**config.mk**
```make
export PLATFORM = sky130hd
export DESIGN_NAME = bp_me_bypass_mem_adapter
export DESIGN_NICKNAME = d
export VERILOG_FILES = /design/src/rtl/bp_me_pkg.sv /design/src/rtl/bp_me_bypass_piso.sv /design/src/rtl/bp_me_bypass_mem_adapter.sv
export SDC_FILE = /design/constraint.sdc
export NUM_CORES = 1
export LEC_CHECK = 0
export CAP_MARGIN = 30
export CORE_MARGIN = 2
export CORE_UTILIZATION = 41
export DETAILED_ROUTE_END_ITERATION = 16
export GPL_ROUTABILITY_DRIVEN = 0
export PLACE_DENSITY = 0.76
export SLEW_MARGIN = 5
export SYNTH_ARGS = -nofsm -noshare
export SYNTH_HDL_FRONTEND = slang
export SYNTH_HIERARCHICAL = 1
export SYNTH_SLANG_ARGS = --single-unit
```
**constraint.sdc**
```tcl
create_clock -name clk_i -period 3.7 [get_ports clk_i]
set_input_delay 0.37 -clock clk_i [delete_from_list [all_inputs] [get_ports clk_i]]
set_output_delay 0.37 -clock clk_i [all_outputs]
set_load 0.02 [all_outputs]
```
**src/rtl/bp_me_pkg.sv**
```systemverilog
// Shared state encodings for the bypass-link memory adapter.
package bp_me_pkg;

    typedef enum logic {
        e_fill = 1'b0,
        e_full = 1'b1
    } bp_me_bypass_cmd_state_e;

    typedef enum logic {
        e_idle = 1'b0,
        e_send = 1'b1
    } bp_me_bypass_resp_state_e;

endpackage

```
**src/rtl/bp_me_bypass_piso.sv**
```systemverilog
// Response serializer: latches one memory message and streams it out as
// flits, lowest slot first. last_o marks the handshake of the final flit.
module bp_me_bypass_piso
    import bp_me_pkg::*;
#(
    parameter int flit_width_p = 64,
    parameter int msg_width_p  = 128
)(
    input  logic                    clk_i,
    input  logic                    reset_i,
    input  logic [msg_width_p-1:0]  data_i,
    input  logic                    v_i,
    output logic                    ready_o,
    output logic [flit_width_p-1:0] data_o,
    output logic                    v_o,
    input  logic                    ready_and_i,
    output logic                    last_o
);
    localparam int len_lp   = (msg_width_p + flit_width_p - 1) / flit_width_p;
    localparam int buf_w_lp = len_lp * flit_width_p;
    localparam int cnt_w_lp = $clog2(len_lp);
    localparam logic [cnt_w_lp-1:0] cnt_last_lp = cnt_w_lp'(len_lp - 1);

    bp_me_bypass_resp_state_e state_q;
    logic [cnt_w_lp-1:0]      cnt_q;
    logic [buf_w_lp-1:0]      buf_q;
    logic [buf_w_lp-1:0]      buf_d;

    // Zero-extend the incoming message to a whole number of flits
    always_comb begin
        buf_d = '0;
        buf_d[msg_width_p-1:0] = data_i;
    end

    // Idle/send FSM with flit counter; all outputs decode registered state
    always_ff @(posedge clk_i or posedge reset_i) begin
        if (reset_i) begin
            state_q <= e_idle;
            cnt_q   <= '0;
            buf_q   <= '0;
        end else if (state_q == e_idle) begin
            if (v_i) begin
                buf_q   <= buf_d;
                cnt_q   <= '0;
                state_q <= e_send;
            end
        end else if (ready_and_i) begin
            if (cnt_q == cnt_last_lp) begin
                cnt_q   <= '0;
                state_q <= e_idle;
            end else begin
                cnt_q <= cnt_q + cnt_w_lp'(1);
            end
        end
    end

    assign ready_o = (state_q == e_idle);
    assign v_o     = (state_q == e_send);
    assign data_o  = buf_q[cnt_q*flit_width_p +: flit_width_p];
    assign last_o  = v_o & ready_and_i & (cnt_q == cnt_last_lp);

endmodule

```
**src/rtl/bp_me_bypass_mem_adapter.sv**
```systemverilog
// Bypass link <-> memory model bridge: assembles command flits into messages,
// serializes responses into flits, and limits commands in flight with credits.
module bp_me_bypass_mem_adapter
    import bp_me_pkg::*;
#(
    parameter int flit_width_p      = 64,
    parameter int msg_width_p       = 128,
    parameter int max_outstanding_p = 4
)(
    input  logic                    clk_i,
    input  logic                    reset_i,
    input  logic [flit_width_p-1:0] link_cmd_data_i,
    input  logic                    link_cmd_v_i,
    output logic                    link_cmd_ready_o,
    output logic [msg_width_p-1:0]  mem_cmd_o,
    output logic                    mem_cmd_v_o,
    input  logic                    mem_cmd_yumi_i,
    input  logic [msg_width_p-1:0]  mem_resp_i,
    input  logic                    mem_resp_v_i,
    output logic                    mem_resp_ready_o,
    output logic [flit_width_p-1:0] link_resp_data_o,
    output logic                    link_resp_v_o,
    input  logic                    link_resp_ready_and_i
);
    localparam int len_lp    = (msg_width_p + flit_width_p - 1) / flit_width_p;
    localparam int cnt_w_lp  = $clog2(len_lp);
    localparam int cred_w_lp = $clog2(max_outstanding_p + 1);
    localparam logic [cnt_w_lp-1:0]  cnt_last_lp = cnt_w_lp'(len_lp - 1);
    localparam logic [cred_w_lp-1:0] cred_max_lp = cred_w_lp'(max_outstanding_p);

    bp_me_bypass_cmd_state_e cmd_state_q;
    logic [cnt_w_lp-1:0]     cmd_cnt_q;
    logic [msg_width_p-1:0]  cmd_buf_q;
    logic [msg_width_p-1:0]  cmd_buf_d;
    logic [cred_w_lp-1:0]    outstanding_q;
    logic [cred_w_lp-1:0]    outstanding_d;
    logic                    cmd_accept;
    logic                    cred_inc;
    logic                    cred_dec;

    // Credits gate flit acceptance even mid-message; a partial buffer just waits
    assign link_cmd_ready_o = (cmd_state_q == e_fill) && (outstanding_q < cred_max_lp);
    assign cmd_accept       = link_cmd_v_i & link_cmd_ready_o;
    assign mem_cmd_v_o      = (cmd_state_q == e_full);
    assign mem_cmd_o        = cmd_buf_q;
    assign cred_inc         = mem_cmd_yumi_i & mem_cmd_v_o;

    // Drop each flit into its slot; bits beyond the message width are never stored
    always_comb begin
        cmd_buf_d = cmd_buf_q;
        for (int j = 0; j < msg_width_p; j++) begin
            if (cmd_accept && (int'(cmd_cnt_q) == j / flit_width_p)) begin
                cmd_buf_d[j] = link_cmd_data_i[j % flit_width_p];
            end
        end
    end

    // Command assembly FSM: fill slots, then hold the message until memory takes it
    always_ff @(posedge clk_i or posedge reset_i) begin
        if (reset_i) begin
            cmd_state_q <= e_fill;
            cmd_cnt_q   <= '0;
            cmd_buf_q   <= '0;
        end else begin
            cmd_buf_q <= cmd_buf_d;
            if (cmd_state_q == e_fill) begin
                if (cmd_accept) begin
                    if (cmd_cnt_q == cnt_last_lp) begin
                        cmd_cnt_q   <= '0;
                        cmd_state_q <= e_full;
                    end else begin
                        cmd_cnt_q <= cmd_cnt_q + cnt_w_lp'(1);
                    end
                end
            end else if (mem_cmd_yumi_i) begin
                cmd_state_q <= e_fill;
            end
        end
    end

    // Credit next-state: a send and a completion in the same cycle cancel out
    always_comb begin
        outstanding_d = outstanding_q;
        if (cred_inc && !cred_dec) begin
            outstanding_d = outstanding_q + cred_w_lp'(1);
        end else if (cred_dec && !cred_inc) begin
            outstanding_d = outstanding_q - cred_w_lp'(1);
        end
    end

    // Credit register
    always_ff @(posedge clk_i or posedge reset_i) begin
        if (reset_i) begin
            outstanding_q <= '0;
        end else begin
            outstanding_q <= outstanding_d;
        end
    end

    bp_me_bypass_piso #(
        .flit_width_p (flit_width_p),
        .msg_width_p  (msg_width_p)
    ) resp_piso (
        .clk_i       (clk_i),
        .reset_i     (reset_i),
        .data_i      (mem_resp_i),
        .v_i         (mem_resp_v_i),
        .ready_o     (mem_resp_ready_o),
        .data_o      (link_resp_data_o),
        .v_o         (link_resp_v_o),
        .ready_and_i (link_resp_ready_and_i),
        .last_o      (cred_dec)
    );

`ifndef SYNTHESIS
    // Protocol checks on the memory handshake and the credit counter
    always @(posedge clk_i) begin
        if (!reset_i) begin
            assert (!(mem_cmd_yumi_i && (cmd_state_q != e_full)))
                else $error("mem_cmd_yumi_i asserted with no assembled command");
            assert (!(cred_inc && !cred_dec && (outstanding_q == cred_max_lp)))
                else $error("credit increment beyond max_outstanding_p");
            assert (!(cred_dec && !cred_inc && (outstanding_q == '0)))
                else $error("credit decrement below zero");
        end
    end
`endif

endmodule

```
Word level (Yosys, flattened, before mapping):

Index checks and enable logic that the tools add are counted.

* output and inout port bits: 196
* register bits: 263
* logic and storage cells: 49
* input bits: 198

* shifts and indexed selects: 1
* equality and inequality tests: 1
* reductions and logical operators: 12
* mux-type cells: 15
* magnitude comparators: 1
* bitwise logic cells: 7
* add/sub/neg operators: 4

Operators by type and width (number)
* variable part select 128 x 8 -> 64 bit: 1
* two-way mux 1 bit: 13
* two-way mux 3 bit: 2
* AND reduction 2 bit: 3
* logical AND 1 bit: 5
* AND 1 bit: 4
* nonzero test 2 bit: 2
* adder 3 x 1 -> 3 bit, second input constant: 1
* < comparator 3 bit, second input constant: 1
* NOT 1 bit: 3
* subtractor 3 x 1 -> 3 bit, second input constant: 1
* adder 1 bit, second input constant: 2
* logical NOT 1 bit: 2
* != test 2 bit, second input constant: 1

Depth between registers and ports, before layout:

* depth after elaboration: 5
* depth in mapped cells: 10
* mapped depth without buffers: 8

Hierarchy:

Netlist, hierarchy kept.

Modules (own cells, without submodules)
* bp_me_bypass_piso: sequential area each 3253.1 um^2, cells an instance 352, area an instance 6229.7 um^2, times used 1
* bp_me_bypass_mem_adapter: sequential area each 3328.2 um^2, cells an instance 292, area an instance 5315.1 um^2, times used 1

Worst setup path after synthesis:

OpenSTA, ideal clock, no wires.

* kind: flip-flop to flip-flop
* start point: register resp_piso.cnt_q
* end point: register outstanding_q[1]
* setup slack: 1.675 ns
* data required time: 3.575 ns
* period minus slack after synthesis: 2.025 ns
* stages on the path, launching flop included: 9
* setup time: 0.125 ns
* arrival time: 1.901 ns
* buffers on the path: 2
* cells stage by stage: dfrtp_1 -> buf_2 -> buf_2 -> and3_2 -> inv_1 -> ha_1 -> inv_1 -> fa_1 -> mux2_2

* cells in the longest elaborated chain, start to end: 4
* elaborated cells on any way between the ends: 6
* classes of those cells: mux (1); bitwise (1); reduce/logical (4)

RTL lines
* from (decl): line bp_me_bypass_piso.sv:25 `logic [cnt_w_lp-1:0] cnt_q;`
* from (signal assigned): line bp_me_bypass_piso.sv:52 `cnt_q <= cnt_q + cnt_w_lp'(1);`
* AND 1 bit: line bp_me_bypass_piso.sv:60 `assign last_o = v_o & ready_and_i & (cnt_q == cnt_last_lp);`
* named net cred_dec: line bp_me_bypass_mem_adapter.sv:39 `logic cred_dec;`
* logical NOT 1 bit: line bp_me_bypass_mem_adapter.sv:84 `if (cred_inc && !cred_dec) begin`
* logical AND 1 bit: line bp_me_bypass_mem_adapter.sv:84
* two-way mux 3 bit: line bp_me_bypass_mem_adapter.sv:84
* named net outstanding_d[1]: line bp_me_bypass_mem_adapter.sv:36 `logic [cred_w_lp-1:0] outstanding_d;`
* to (signal assigned): line bp_me_bypass_mem_adapter.sv:96 `outstanding_q <= outstanding_d;`
* to (decl): line bp_me_bypass_mem_adapter.sv:35 `logic [cred_w_lp-1:0] outstanding_q;`

The timed path passes the listed nets, and every way through them passes these cells.
A chain may end at the register's enable or synchronous reset.

Final worst setup path:

* start point: register resp_piso.cnt_q
* end point: output link_resp_data_o[60]

* cells in the longest elaborated chain, start to end: 1

RTL lines
* variable part select 128 x 8 -> 64 bit: line bp_me_bypass_piso.sv:59 `assign data_o = buf_q[cnt_q*flit_width_p +: flit_width_p];`
* to (decl): line bp_me_bypass_mem_adapter.sv:21 `output logic [flit_width_p-1:0] link_resp_data_o,`

Every way passes these cells.

==> run metrics <==
status=complete, no violations; Residual DRC=0; CTS root buf=clkbuf_16; Nets=roughly 1200; Worst-path clk slew=around 0.06 ns; RSZ-0062 raised after global routing=no; Max-Cap Viols=0; Ys Warns=6; final WL=about 28 mm; Inserted Clock Buffers=30; count of final hold-check violations=0; CP Data Arrival Time=2.59 ns; ANT nets after route=0; num rows=slightly above 60; CP required=3.33 ns; final core occ=59.8%; min-delay worst type=in -> async; Syn Area/Cell=between 15 and 20 sq um; die height=roughly 170 um; IO Count=between 300 and 400; first-pass GRT wire length=around 42 mm; hold-fix buffers at CTS=0; initial drt markers=around 310; clk_lat worst skew=0.54 ns; WP buf/inv=2; sequential-to-total area share from yosys stat=between 50 and 60%; Synth-to-Final Area Change=43.8%; pin count of the biggest net entering global routing=77; kind of cell adding the most delay to the critical path=buffers and inverters; Synth Flop Type=dfrtp_1; Core Area=0.0278 sq mm; power per cell area=between 900 and 1000 mW/mm^2; via count=6803; critical path type=reg -> out; die area=~0.030 sq mm; grt ovf=0; ys async rst share=100%; Synth Register Bits=about 260; Peak VDD IR=slightly above 600 uV; dominant cells by area after synthesis=dfrtp_1 (57%), mux2_4 (23%), mux2_2 (14%), buf_12 (3.3%), buf_4 (0.46%); P_leak=7.11 nW; WL/cell=roughly 19 um; final setup fails=0; Period minus WS final=2.96 ns; maximum root-to-sink buffer count=3; Initial Util=~42%; Syn Inst Count=644; Least-Margin Pin Slew=about 0.86 ns; H-Tree Depth=1; Post-synth EDFFs=0; Slowest-stage cell, CP=dfrtp_2; I/O Buffers=between 300 and 400; initial antenna violation count=0; n_diodes=0; worst-case clock skew=approximately 0.011 ns; max frequency=338 MHz; power after layout=between 15 and 20 mW; Syn Nets=between 800 and 900; Cell variety after synth=21; CTS tree=yes; setup bufs post-CTS=0; die width=between 150 and 200 um; vias per inst=around 4.7; CP max FO=46; Total GRT Usage=between 10% and 20%; number of global-route vias before repair=approximately 7500; final period utilization=approximately four fifths; # resized after CTS=0; Critical Path Start Type=register; first-pass iteration count of the detailed router=4; fill count=around 2200; FF-to-FF path depth=4; Final Max Slew Viols=0; Crit path depth=3; Max stage delay on crit path=~0.72 ns; share of cells above drive strength 1=a little over a third; Post-Syn Area=about 0.012 sq mm; TNS Setup=0 ns; total clock sinks=263; hold slack=0.354 ns; critical-path cell list=buf_12 -> mux2_2 -> clkdlybuf4s50_1; DPL Wire Length=a little under 20 mm; area leader, netlist=dfrtp_1; Slew HR=a little over two fifths; post-synth top area share=a little under three fifths; endpoint class of the critical path=output port
## cells in the mapped netlist, types with 2 or more instances
master   count
inv_1        6
a21oi_1      2
mux2_2     142
mux2_4     180
xor2_1       2
nor2_1       4
buf_12      19
xnor2_1      2
buf_4        7
dfrtp_1    263
buf_2        7
## path summary, 6_finish.rpt
path	from	endpoint	slack, ns
min	reset_i	resp_piso/buf_q[15]	0.35
min in group clk_i	mem_cmd_yumi_i	mem_cmd_v_o	0.43
min reg2reg	mem_cmd_o[81]	mem_cmd_o[81]	0.50
max	resp_piso/cnt_q	link_resp_data_o[60]	0.74
max reg2reg	mem_cmd_v_o	mem_cmd_o[97]	1.49
max in group asynchronous	reset_i	mem_cmd_o[102]	2.45
## layout by cell type (no fill, tap or decap)
master	instances
clkbuf_16	31
inv_6	1
or3b_4	1
a21o_1	1
clkdlybuf4s50_1	393
xnor2_1	2
and2_1	1
mux2_2	142
nor2_8	1
bufinv_16	1
xor2_1	2
buf_4	2
inv_1	4
clkbuf_8	3
a21oi_1	2
fa_1	1
clkinv_2	7
dfrtp_1	262
and3_2	2
dfrtp_2	1
nor2_1	4
mux2_4	180
nor2b_4	1
clkinvlp_4	5
clkbuf_1	7
buf_12	8
ha_1	1
## layer usage
layer  wire [um]  up-vias  GRT usage, %
li1            -     3086             -
met1       10900     3394          21.8
met2       13000      293          29.8
met3        3340       30          7.87
met4         421        0          4.27
met5           0        -             0
## layout make-up
class,count,area [sq um],share of cell area [%]
clock buffers,41,843,5.08
well taps,378,473,2.85
repair buffers,403,4110,24.7
inverters,6,30.0,0.181
clock inverters,12,96.3,0.580
multi-input cells,341,4470,26.9
flip-flops and latches,263,6580,39.6
## where the power goes
group	total, mW	switching, mW	internal (mW)	leakage, nW
sequential	5.29	0.920	4.37	3.11
combinational	8.43	3.49	4.93	3.55
clock	2.82	1.16	1.66	0.458
## worst register-to-register path: stages (launching register included)
cell,delay [ns]
dfrtp_1,0.47
nor2_1,0.15
and3_2,0.74
buf_12,0.32
mux2_2,0.41
## state kept, by name, summed over array words and instances, names as in the netlist
signal and count:
resp_piso/v_o 1, resp_piso/buf_q 128, cmd_cnt_q 1, mem_cmd_v_o 1, resp_piso/cnt_q 1, outstanding_q 3, mem_cmd_o 128
## logic make-up (layout without fill, tap and decap cells)
group	after synthesis	after routing	synth area share [%]
buf+inv	40	462	4.35
simple gates	10	10	0.650
compound gates	3	3	0.152
flops	263	263	57.0
xor+xnor	4	4	0.304
mux	322	322	37.3
fa+ha+maj	2	2	0.282
## per-stage QoR
step / setup slack [ns] / cells / cell area [sq um]
2_1_floorplan: 1.67 / 644 / 11600
3_3_place_gp: 1.22 / 1391 / 15700
3_5_place_dp: 1.21 / 1391 / 15700
4_1_cts: 0.653 / 1444 / 16600
5_1_grt: 0.612 / 1444 / 16600
6_report: 0.738 / 1444 / 16600
Power figures use the tool's default switching activity.
